**src/rtl/load_store_unit.sv**
```systemverilog
// -----------------------------------------------------------------------------
// load_store_unit
//   Core-side front end for the byte-addressable data memory. Accepts one load
//   or store at a time, checks alignment and range, drives the memory address /
//   write_mode / write-data inputs, sequences the memory done handshake and
//   returns one registered response with extended load data or an error code.
//
//   Optional feature macro: LSU_TIMEOUT_EN (store watchdog, error code 3).
//
// Ports:
//   clk, rst_n            clock (rising edge), async active-low reset
//   req_*                 request from execute stage; req_ready = IDLE && !mem_done
//   resp_valid/rdata/error one-cycle registered response
//                         error: 0=ok, 1=misaligned, 2=out-of-range, 3=timeout
//   mem_address, mem_write_mode, mem_write_byte/half_word/word  to memory
//   mem_done, mem_byte, mem_half_word, mem_word                 from memory
// -----------------------------------------------------------------------------
module load_store_unit #(
    parameter int ADDR_BITS      = 18,
    parameter int TIMEOUT_CYCLES = 64
) (
    input  logic        clk,
    input  logic        rst_n,
    input  logic        req_valid,
    output logic        req_ready,
    input  logic        req_store,
    input  logic [1:0]  req_size,
    input  logic        req_signed,
    input  logic [31:0] req_address,
    input  logic [31:0] req_wdata,
    output logic        resp_valid,
    output logic [31:0] resp_rdata,
    output logic [1:0]  resp_error,
    output logic [31:0] mem_address,
    output logic [1:0]  mem_write_mode,
    output logic [7:0]  mem_write_byte,
    output logic [15:0] mem_write_half_word,
    output logic [31:0] mem_write_word,
    input  logic        mem_done,
    input  logic [7:0]  mem_byte,
    input  logic [15:0] mem_half_word,
    input  logic [31:0] mem_word
);

    typedef enum logic [1:0] {
        IDLE       = 2'd0,
        LOAD_WAIT  = 2'd1,
        STORE_WAIT = 2'd2,
        RELEASE    = 2'd3
    } state_t;

    // Parameter sanity: the range slice needs 1..31, the watchdog is 8 bits.
    if (ADDR_BITS < 1 || ADDR_BITS > 31) begin : g_bad_addr_bits
        $error("ADDR_BITS must be in 1..31");
    end
    if (TIMEOUT_CYCLES < 1 || TIMEOUT_CYCLES > 255) begin : g_bad_timeout
        $error("TIMEOUT_CYCLES must be in 1..255");
    end

    state_t      state_r, next_state_s;

    logic        req_ready_s, accept_s, misaligned_s, out_of_range_s;
    logic [1:0]  eff_size_s;
    logic        latch_s, store_go_s, store_end_s;
    logic        fsm_resp_s, resp_load_s, err_pend_set_s;
    logic [1:0]  fsm_err_s, err_code_s;
    logic        resp_set_s;
    logic [1:0]  resp_err_s;
    logic [31:0] load_data_s;
    logic        timeout_hit_s, timed_out_s;

    logic [1:0]  size_r;
    logic        signed_r;
    logic [31:0] address_r;
    logic [31:0] wdata_r;
    logic [1:0]  mode_r;
    logic        load_cnt_r;
    logic        err_pend_r;
    logic [1:0]  err_code_r;
    logic        resp_valid_r;
    logic [31:0] resp_rdata_r;
    logic [1:0]  resp_error_r;

    // Size 0 is an alias for word.
    assign eff_size_s     = (req_size == 2'd0) ? 2'd3 : req_size;
    assign misaligned_s   = ((eff_size_s == 2'd2) && req_address[0]) ||
                            ((eff_size_s == 2'd3) && (req_address[1:0] != 2'd0));
    assign out_of_range_s = |req_address[31:ADDR_BITS];
    // A memory still reporting done (e.g. after a reset mid-store) blocks new work.
    assign req_ready_s    = (state_r == IDLE) && !mem_done;
    assign accept_s       = req_valid && req_ready_s;

    // Error responses come out one cycle after accept through err_pend_r; they
    // cannot collide with an FSM response because an error leaves the FSM in IDLE.
    assign resp_set_s = fsm_resp_s | err_pend_r;
    assign resp_err_s = err_pend_r ? err_code_r : fsm_err_s;

    // Load data selection and sign/zero extension from the registered request.
    always_comb begin
        load_data_s = mem_word;
        case (size_r)
            2'd1:    load_data_s = signed_r ? {{24{mem_byte[7]}}, mem_byte}
                                            : {24'd0, mem_byte};
            2'd2:    load_data_s = signed_r ? {{16{mem_half_word[15]}}, mem_half_word}
                                            : {16'd0, mem_half_word};
            default: load_data_s = mem_word;
        endcase
    end

    // State register.
    always_ff @(posedge clk or negedge rst_n) begin
        if (!rst_n) begin
            state_r <= IDLE;
        end else begin
            state_r <= next_state_s;
        end
    end

    // Next-state and control strobes.
    always_comb begin
        next_state_s   = state_r;
        latch_s        = 1'b0;
        store_go_s     = 1'b0;
        store_end_s    = 1'b0;
        fsm_resp_s     = 1'b0;
        fsm_err_s      = 2'd0;
        resp_load_s    = 1'b0;
        err_pend_set_s = 1'b0;
        err_code_s     = 2'd0;
        case (state_r)
            IDLE: begin
                if (accept_s) begin
                    if (misaligned_s) begin
                        err_pend_set_s = 1'b1;
                        err_code_s     = 2'd1;
                    end else if (out_of_range_s) begin
                        err_pend_set_s = 1'b1;
                        err_code_s     = 2'd2;
                    end else begin
                        latch_s = 1'b1;
                        if (req_store) begin
                            store_go_s   = 1'b1;
                            next_state_s = STORE_WAIT;
                        end else begin
                            next_state_s = LOAD_WAIT;
                        end
                    end
                end else begin
                    next_state_s = IDLE;
                end
            end
            LOAD_WAIT: begin
                // Synchronous memory: data is valid at the second edge after accept.
                if (load_cnt_r) begin
                    fsm_resp_s   = 1'b1;
                    resp_load_s  = 1'b1;
                    next_state_s = IDLE;
                end else begin
                    next_state_s = LOAD_WAIT;
                end
            end
            STORE_WAIT: begin
                if (mem_done) begin
                    store_end_s  = 1'b1;
                    next_state_s = RELEASE;
                end else if (timeout_hit_s) begin
                    store_end_s  = 1'b1;
                    next_state_s = RELEASE;
                end else begin
                    next_state_s = STORE_WAIT;
                end
            end
            RELEASE: begin
                if (!mem_done) begin
                    fsm_resp_s   = 1'b1;
                    fsm_err_s    = timed_out_s ? 2'd3 : 2'd0;
                    next_state_s = IDLE;
                end else begin
                    next_state_s = RELEASE;
                end
            end
            default: begin
                next_state_s = IDLE;
            end
        endcase
    end

    // Request capture, memory drive registers and response registers.
    always_ff @(posedge clk or negedge rst_n) begin
        if (!rst_n) begin
            size_r       <= 2'd0;
            signed_r     <= 1'b0;
            address_r    <= 32'd0;
            wdata_r      <= 32'd0;
            mode_r       <= 2'd0;
            load_cnt_r   <= 1'b0;
            err_pend_r   <= 1'b0;
            err_code_r   <= 2'd0;
            resp_valid_r <= 1'b0;
            resp_rdata_r <= 32'd0;
            resp_error_r <= 2'd0;
        end else begin
            resp_valid_r <= resp_set_s;
            resp_error_r <= resp_err_s;
            resp_rdata_r <= resp_load_s ? load_data_s : 32'd0;
            err_pend_r   <= err_pend_set_s;
            err_code_r   <= err_code_s;
            if (latch_s) begin
                size_r    <= eff_size_s;
                signed_r  <= req_signed;
                address_r <= req_address;
                wdata_r   <= req_wdata;
            end
            if (store_go_s) begin
                mode_r <= eff_size_s;
            end else if (store_end_s) begin
                mode_r <= 2'd0;
            end
            if (latch_s) begin
                load_cnt_r <= 1'b0;
            end else if (state_r == LOAD_WAIT) begin
                load_cnt_r <= ~load_cnt_r;
            end
        end
    end

`ifdef LSU_TIMEOUT_EN
    logic [7:0] wd_cnt_r;
    logic       timed_out_r;

    assign timeout_hit_s = (wd_cnt_r == 8'(TIMEOUT_CYCLES - 1));
    assign timed_out_s   = timed_out_r;

    // Store watchdog: counts cycles spent in STORE_WAIT, flags a timeout.
    always_ff @(posedge clk or negedge rst_n) begin
        if (!rst_n) begin
            wd_cnt_r    <= 8'd0;
            timed_out_r <= 1'b0;
        end else if (store_go_s) begin
            wd_cnt_r    <= 8'd0;
            timed_out_r <= 1'b0;
        end else if (state_r == STORE_WAIT) begin
            wd_cnt_r <= wd_cnt_r + 8'd1;
            if (!mem_done && timeout_hit_s) begin
                timed_out_r <= 1'b1;
            end
        end
    end
`else
    assign timeout_hit_s = 1'b0;
    assign timed_out_s   = 1'b0;
`endif

    assign req_ready           = req_ready_s;
    assign resp_valid          = resp_valid_r;
    assign resp_rdata          = resp_rdata_r;
    assign resp_error          = resp_error_r;
    assign mem_address         = address_r;
    assign mem_write_mode      = mode_r;
    assign mem_write_byte      = wdata_r[7:0];
    assign mem_write_half_word = wdata_r[15:0];
    assign mem_write_word      = wdata_r;

endmodule

```
**config.mk**
```make
export PLATFORM = sky130hd
export DESIGN_NAME = load_store_unit
export DESIGN_NICKNAME = d
export VERILOG_FILES = /design/src/rtl/load_store_unit.sv
export SDC_FILE = /design/constraint.sdc
export NUM_CORES = 1
export LEC_CHECK = 0
export BUFFER_PORTS_ARGS = -buffer_cell sky130_fd_sc_hd__buf_2
export CORE_AREA = 3 3 110 112
export CTS_CLUSTER_SIZE = 14
export DETAILED_ROUTE_END_ITERATION = 6
export DIE_AREA = 0 0 113 115
export PLACE_DENSITY = 0.73
export SYNTH_ARGS = -nofsm -noshare
export SYNTH_HDL_FRONTEND = slang
export SYNTH_SLANG_ARGS = --single-unit
```
**constraint.sdc**
```tcl
create_clock -name clk -period 2 [get_ports clk]
set_input_delay 0.2 -clock clk [delete_from_list [all_inputs] [get_ports clk]]
set_output_delay 0.2 -clock clk [all_outputs]
set_load 0.01 [all_outputs]
```
# == Word-level counts from Yosys, hierarchy flattened ==
# Cells that the tools add are included.
# totals
output_inout_bits,126
elab_cells,77
input_bits,128
reg_bits,110
# classes
n_bitwise,2
mux,41
n_eq_ne,9
reduce_logical,13
# ops
op,count
2-to-1 mux 32 bit,3
case mux 32 bit (2 select lines),1
2-to-1 mux 2 bit,13
2-to-1 mux 1 bit,22
OR reduction 14 bit,1
"== test 2 bit, second input constant",5
case mux 2 bit (4 select lines),1
"inequality test 3 bit, second input constant",2
nonzero test 2 bit,3
"== test 2 x 1 -> 1 bit, second input constant",2
logical AND 1 bit,4
zero test 2 bit,2
case mux 1 bit (2 select lines),1
AND reduction 2 bit,1
zero test 1 bit,1
logical OR 1 bit,1
NOT 1 bit,1
OR 1 bit,1

# == Logic depth before layout (Yosys ltp) ==
# Gate-level depths: netlist (run 1).
# depth
word_depth,9
ltp_mapped,9
depth_no_buf,6

# == Worst setup path after synthesis (run 1) ==
# OpenSTA, ideal clock, no wires.
# synth_timing
kind,flip-flop to flip-flop
start,register state_r[1]
end,register address_r[10] (netlist: mem_address[10])
t_required_ps,1873
n_path_buf,2
setup_time_ps,127
arrival_time_ps,1866
period_less_slack_ps,1993
setup_slack_ps,7
path_stages_with_launch,6
path_cell_list,dfrtp_1 -> or4b_4 -> nor3_4 -> buf_4 -> buf_6 -> mux2_1
# synth_between
elab_chain_cells,5
# synth_lines
item,line,rtl
start: declaration,60,"state_t state_r, next_state_s;"
start signal: assignment,115,state_r <= next_state_s;
zero test 2 bit (*),"90, 130",
logical AND 1 bit,90,assign req_ready_s = (state_r == IDLE) && !mem_done;
logical AND 1 bit,91,assign accept_s = req_valid && req_ready_s;
2-to-1 mux 1 bit,132,if (accept_s) begin
2-to-1 mux 1 bit (*),130,case (state_r)
end signal: assignment,211,address_r <= req_address;
end: declaration,74,logic [31:0] address_r;
# Every way passes the cells marked *; elsewhere a longest branch is shown, timed or not.
# A chain may end at the register's enable or synchronous reset.

# == Final worst setup path (run 1) ==
# layout_timing
start,register state_r[0]
end,register wdata_r[2] (netlist: mem_write_word[2])
# layout_between
elab_chain_cells,5
# layout_lines
item,line,rtl
zero test 2 bit (*),"90, 130",
logical AND 1 bit,90,
logical AND 1 bit,91,
2-to-1 mux 1 bit,132,
2-to-1 mux 1 bit (*),130,
end signal: assignment,212,wdata_r <= req_wdata;
end: declaration,75,logic [31:0] wdata_r;
# Marked as above.

==> results of run 1 <==
==> how the worst max path moves through the flow <==
| stage | slack [ns] | start | depth (start not counted) | end |
|---|---|---|---|---|
| 2_1_floorplan | 0.007 | state_r[1]$_DFFE_PN0P_ | 5 | mem_address[10]$_DFFE_PN0P_ |
| 3_5_place_dp | -0.02 | req_size[0] | 8 | mem_write_word[2]$_DFFE_PN0P_ |
| 6_report | 0.06 | state_r[0]$_DFFE_PN0P_ | 5 | mem_write_word[2]$_DFFE_PN0P_ |
| 4_1_cts | -0.02 | state_r[1]$_DFFE_PN0P_ | 5 | mem_write_word[2]$_DFFE_PN0P_ |
| 3_3_place_gp | 0.01 | req_size[0] | 8 | mem_write_word[28]$_DFFE_PN0P_ |
| 5_1_grt | -0.0002 | state_r[1]$_DFFE_PN0P_ | 5 | mem_write_word[2]$_DFFE_PN0P_ |
==> through the flow <==
stage | hold slack (ns) | cells | setup slack [ns] | power, mW | TNS, ns
6_report | 0.0802 | 746 | 0.0577 | 5.01 | 0
5_1_grt | 0.0688 | 746 | -0.000166 | 5.27 | -0.000166
4_1_cts | 0.0644 | 746 | -0.0246 | 5.06 | -0.239
3_5_place_dp | 0.325 | 726 | -0.0235 | 3.25 | -0.387
3_3_place_gp | 0.309 | 726 | 0.0131 | 3.22 | 0
2_1_floorplan | -0.0956 | 359 | 0.00676 | 2.82 | 0
==> flip-flops by register name, summed over array words and instances (netlist names) <==
signal / count
mem_address: 32
resp_rdata: 32
signed_r: 1
err_pend_r: 1
mem_write_mode: 2
state_r: 2
err_code_r: 2
resp_error: 2
resp_valid: 1
load_cnt_r: 1
size_r: 2
mem_write_word: 32
==> cell families (layout without fill, tap and decap cells) <==
kind of cell | count (synthesis) | in the layout | share of synthesized area
flops | 110 | 110 | 0.615
buf+inv | 73 | 317 | 0.0859
simple gates | 65 | 65 | 0.0772
mux | 55 | 55 | 0.137
compound gates | 51 | 51 | 0.0711
fa+ha+maj | 4 | 4 | 0.0112
xor+xnor | 1 | 1 | 0.00196
==> synth_stat cells, types with 2 or more instances <==
cell type	count	area share
clkbuf_1	11	0.0092
a21oi_1	27	0.030
mux2_1	3	0.0076
nor3_1	4	0.0045
ha_1	4	0.011
nor4_1	3	0.0042
and2_1	2	0.0028
o21ai_0	3	0.0034
a221oi_1	8	0.016
nand2_1	11	0.0092
mux2i_1	4	0.0090
buf_4	26	0.044
dfrtp_1	110	0.62
mux2_2	48	0.12
buf_2	4	0.0045
a22oi_1	8	0.013
or2_2	2	0.0028
nor2b_1	16	0.022
nor2_1	20	0.017
inv_1	31	0.026
==> where the power goes <==
group / internal, mW / switching [mW]
clock: 0.974 / 0.818
combinational: 0.337 / 0.434
sequential: 2.39 / 0.0575
==> placed cells by master (no fill, tap or decap), drive strengths merged <==
master	instances
inv	32
dfrtp	110
xnor2	1
mux2	51
nand4	1
nor2b	16
clkinvlp	4
o21ai	3
a22o	1
o21a	1
nor4b	1
or4b	1
a211oi	1
a21o	1
and2	2
a31oi	1
and4	1
nor4	3
a22oi	8
nand3	1
clkinv	1
nor3	5
mux2i	4
bufinv	1
nand2	11
nor2	20
or2	2
clkbuf	9
ha	4
a221oi	8
buf	269
a21oi	27
dlygate4sd3	1
nand2b	1
==> layout make-up <==
type                            instances  area share
Inverter                               31      0.0189
Timing Repair Buffer                  270       0.237
Sequential cell                       110       0.448
Multi-Input combinational cell        176       0.218
Tap cell                              143      0.0291
Clock buffer                            9      0.0367
Clock inverter                          7      0.0120
==> what timing repair did <==
| item | in CTS | in global routing |
|---|---|---|
| setup endpoints to repair | 33 | 37 |
| hold endpoints to repair | 110 | 0 |
| cloned | 1 | 0 |
| setup buffers | 2 | 0 |
| hold buffers | 1 | 0 |
| pin swaps | 0 | 1 |
| gates resized for setup | 1 | 1 |
==> critical path, cell delays in order, from the launching register on <==
cell and delay [ns]:
dfrtp_1 0.39, or4b_4 0.54, nor3_4 0.21, buf_12 0.15, buf_12 0.16, mux2_2 0.35
==> layer usage <==
metal,up-vias,track usage,share of wire
li1,1660,-,-
met1,1666,0.194,0.39
met2,195,0.281,0.49
met3,29,0.0468,0.098
met4,0,0.0721,0.025
met5,-,0,0
==> results.md, run 1 <==
- Fin crit period: 1.94 ns
- Post-route clock period utilization: 0.971
- Final setup vio count: 0
- RSZ-0062 raised after global routing: true
- ANT cells: 0
- CP endpoint kind: flip-flop
- Worst EP arrival: 2.16 ns
- Ys flop type: dfrtp_1
- FF-to-FF Start: state_r[0]$_DFFE_PN0P_
- Worst-path clk slew: 0.07 ns
- Yosys reg bits: 110
- Post-Syn Area per Cell: 12.5 sq um
- Final Hold Fails: 0
- Post-Syn Instances: 359
- Yosys cell types: 34
- Area grow syn2layout: 37.4%
- H-tree depth: 3
- Flip-flop and latch area: 2750 sq um
- WS Path Type: reg2reg
- # rows: 39
- Post-Route WL: 11100 um
- WHS Endpoint: mem_address[11]$_DFFE_PN0P_
- Hold depth: 2
- Fin util: 0.543
- Layout cells sized above 1: 0.561
- Total gr overflow: 0
- Initial Util: 0.395
- DIE AREA: 13000 sq um
- Hold path start: req_address[11]
- Clock insertion delay at the later pin of the skew report: 0.34 ns
- Num ports: 254
- 1st-iter DRT viols: 142
- DR DRC count: 0
- Reg2Reg Depth: 5
- Startpoint class of the critical path: flip-flop
- DR vias: 3550
- Slew Limit Fails: 0
- Nets: 730
- Multi-input gate area: 1340 sq um
- Measured slew at the worst slew-check pin: 0.755 ns
- EDFF count, synth: 0
- Worst reg2reg path endpoint: mem_write_word[2]$_DFFE_PN0P_
- Max transition margin: 0.495
- Max_cap viols: 0
- Power per cell area: 815 nW/um^2
- Routed WL per cell: 14.8 um
- Worst Hold Class: in2reg
- R2R Setup Slk: 0.06 ns
- Core area: 11300 sq um
- Ys async rst share: 1.00
- Global-route wire length before repair: 17100 um
- Avg Vias per Cell: 4.76
- Vias in the first global route: 3473
- Critical-path maximum fanout: 19
- Clock Path Buffers: 2
- Status: complete, no violations
- FMAX: 515 MHz
- Peak supply drop: 0.000384 V
- Die W: 113 um
- Seq/Total Area, Yosys: 0.615
- DRT Pass-1 Iters: 4
- Placed cell areas: 5780 sq um
- Final instance area: 6140 sq um
- CTS tree: yes
- Crit path required time: 2.22 ns
- Gr usage total: 0.164
- Leak Pwr: 3.64 nW
- Syn nets: 491
- Die Y: 115 um
- Post-DP HPWL: 8150 um
- Largest net degree at the start of global routing: 111
- Root buf cell: clkbuf_16
- Fillers: 978
- YS warnings: 0
- Buffers on Ports: 253
- Final RePlAce weighted congestion: 0.850
- Detail Route Antenna Nets: 0
- Inserted Clock Buffers: 9
- Clk sinks: 110
- Post-Syn Area: 4470 sq um
- Final Skew: 0.00687 ns
- Initial antenna violation count: 0
Power figures use the tool's default switching activity.
==> inputs of run 2 (changes only) <==
--- a/config.mk
+++ b/config.mk
@@ -6,10 +6,12 @@
 export NUM_CORES = 1
 export LEC_CHECK = 0
 export BUFFER_PORTS_ARGS = -buffer_cell sky130_fd_sc_hd__buf_2
-export CORE_AREA = 3 3 110 112
+export CELL_PAD_IN_SITES_DETAIL_PLACEMENT = 0
+export CELL_PAD_IN_SITES_GLOBAL_PLACEMENT = 1
+export CORE_AREA = 3 3 127 129
 export CTS_CLUSTER_SIZE = 14
 export DETAILED_ROUTE_END_ITERATION = 6
-export DIE_AREA = 0 0 113 115
+export DIE_AREA = 0 0 130 132
 export PLACE_DENSITY = 0.73
 export SYNTH_ARGS = -nofsm -noshare
 export SYNTH_HDL_FRONTEND = slang
==> run 2 against run 1 <==
Combinational power about the same; clock-buffer cell count up 1; sequential cell count unchanged; via count up 0.39%; cell count up 6.0%; register-to-register slack about the same; design area up 1.0%; worst hold slack worse by 0.0046 ns; power down 0.21%; critical path depth unchanged; highest routed layer is now met5.
==> results.md, run 2 (synthesis gave the netlist of run 1 again) <==
- WS Path Type: reg2reg
- Peak supply drop: 0.000373 V (-2.7%)
- Layout cells sized above 1: 0.559 (-0.00166)
- Critical-path maximum fanout: 20 (+1)
- Global-route wire length before repair: 18000 um (+5.2%)
- Root buf cell: clkbuf_16
- 1st-iter DRT viols: 112 (-21%)
- Final Hold Fails: 0 (unchanged)
- Leak Pwr: 3.64 nW (+0.18%)
- ANT cells: 0 (unchanged)
- Vias in the first global route: 3516 (+1.2%)
- H-tree depth: 3 (unchanged)
- Inserted Clock Buffers: 9 (unchanged)
- Measured slew at the worst slew-check pin: 0.702 ns (-0.0522 ns)
- Clock insertion delay at the later pin of the skew report: 0.34 ns (about the same)
- Area grow syn2layout: 38.7%
- Most common cell after layout, fill and taps aside: buf_2
- Detail Route Antenna Nets: 0 (unchanged)
- Placed cell areas: 5830 sq um (+0.97%)
- FMAX: 512 MHz (-0.47%)
- Initial Util: 0.295 (-0.0998)
- Slew Limit Fails: 0 (unchanged)
- Fillers: 1483 (+52%)
- Largest net degree at the start of global routing: 65 (-41%)
- Startpoint class of the critical path: flip-flop
- Final worst slack: 0.0485 ns (-0.00927 ns)
- Die Y: 132 um (+15%)
- Total gr overflow: 0 (unchanged)
- DIE AREA: 17200 sq um (+32%)
- Fin crit period: 1.95 ns (+0.00927 ns)
- DRT Pass-1 Iters: 4 (unchanged)
- Initial antenna violation count: 0 (unchanged)
- CTS tree: yes
- Avg Vias per Cell: 4.51 (-5.3%)
- Layout Cells excl Fill: 791 (+6.0%)
- Core area: 15100 sq um (+34%)
- Final instance area: 6210 sq um (+1.0%)
- Nets: 730 (unchanged)
- Post-route clock period utilization: 0.976 (+0.00463)
- Pwr Total: 5.00 mW (-0.21%)
- Post-DP HPWL: 9320 um (+14%)
- DR vias: 3564 (+0.39%)
- Buffers on Ports: 253 (unchanged)
- Die W: 130 um (+15%)
- Worst-path clk slew: 0.07 ns (about the same)
- Fin util: 0.410 (-0.133)
- RSZ-0062 raised after global routing: true
- Worst Hold Class: in2reg
- Placed cells: 771 (+6.2%)
- Final setup vio count: 0 (unchanged)
- Routed WL per cell: 14.9 um (+0.67%)
- DR DRC count: 0 (unchanged)
- Clock Path Buffers: 2 (unchanged)
- Most frequent cells in the layout: buf_2 (252), dfrtp_1 (110), mux2_2 (47)
- Post-Route WL: 11800 um (+6.7%)
- Place WS: -0.0665 ns (-0.0430 ns)
- Max transition margin: 0.530 (+0.0350)
- # rows: 45 (+15%)
- Power per cell area: 805 nW/um^2 (-1.2%)
- Clk sinks: 110 (unchanged)
- Num ports: 254 (unchanged)
- Final Skew: 0.00656 ns (-0.000316 ns)
- Status: complete, no violations
- CP endpoint kind: flip-flop
- Worst EP arrival: 2.18 ns (+0.02 ns)
- Max_cap viols: 0 (unchanged)
- Final RePlAce weighted congestion: 0.743 (-13%)
- Crit path required time: 2.22 ns (about the same)
- Gr usage total: 0.133 (-0.0311)
[run 2: what timing repair did]
item | 4_1_cts | 5_1_grt
setup endpoints to repair | 13 | 41
gates resized for setup | 1 | 5
hold buffers | 1 | 0
endpoints found under the hold margin | 110 | 0
pin swaps | 1 | 1
cloned | 0 | 1
buffers inserted | 0 | 2
[run 2: layer usage]
metal | part of all wire | vias to the layer above | wire length [um] | global-route usage
met3 | 0.085 | 22 | 1010 | 0.0381
met1 | 0.39 | 1692 | 4610 | 0.153
met4 | 0.024 | 2 | 283 | 0.0595
met2 | 0.50 | 185 | 5910 | 0.227
li1 | - | 1663 | - | -
met5 | 0.00051 | - | 6 | 0
[run 2: cell type report]
class	instances	area, sq um	area share
Clock buffer	10	229	0.0369
Clock inverter	6	71.3	0.0115
Inverter	31	116	0.0188
Multi-Input combinational cell	176	1350	0.217
Sequential cell	110	2750	0.444
Tap cell	188	235	0.0379
Timing Repair Buffer	270	1460	0.235
[run 2: critical path, stage by stage (launching register included)]
cell     delay [ns]
dfrtp_1        0.38
or4b_4         0.56
nor3_4         0.22
buf_6          0.15
buf_12         0.17
mux2_2         0.35
[run 2: path summary, 6_finish.rpt]
| path | from | endpoint | slack [ns] | depth (start not counted) |
|---|---|---|---|---|
| setup / recovery | state_r[1]$_DFFE_PN0P_ | mem_write_word[10]$_DFFE_PN0P_ | 0.05 | 5 |
| setup reg to reg | state_r[1]$_DFFE_PN0P_ | mem_write_word[10]$_DFFE_PN0P_ | 0.05 | 5 |
| min in group asynchronous | rst_n | signed_r$_DFFE_PN0P_ | 0.40 | 3 |
| hold / removal | req_address[10] | mem_address[10]$_DFFE_PN0P_ | 0.08 | 2 |
| max in group asynchronous | rst_n | mem_write_word[27]$_DFFE_PN0P_ | 1.07 | 3 |
| hold reg to reg | err_code_r[1]$_DFF_PN0_ | resp_error[1]$_DFF_PN0_ | 0.46 | 1 |
[run 2: stage by stage]
stage | setup TNS (ns) | hold slack (ns)
floorplan | 0 | -0.0956
global placement | -0.212 | 0.221
detailed placement | -1.77 | 0.234
CTS | 0 | 0.0556
global route | -0.341 | 0.0641
finish | 0 | 0.0756
[run 2: where the power goes]
part           internal (mW)  leakage, nW  switching, mW  total [mW]
clock                  0.981        0.139          0.802        1.78
combinational          0.336         1.99          0.436       0.772
sequential              2.39         1.51         0.0553        2.44
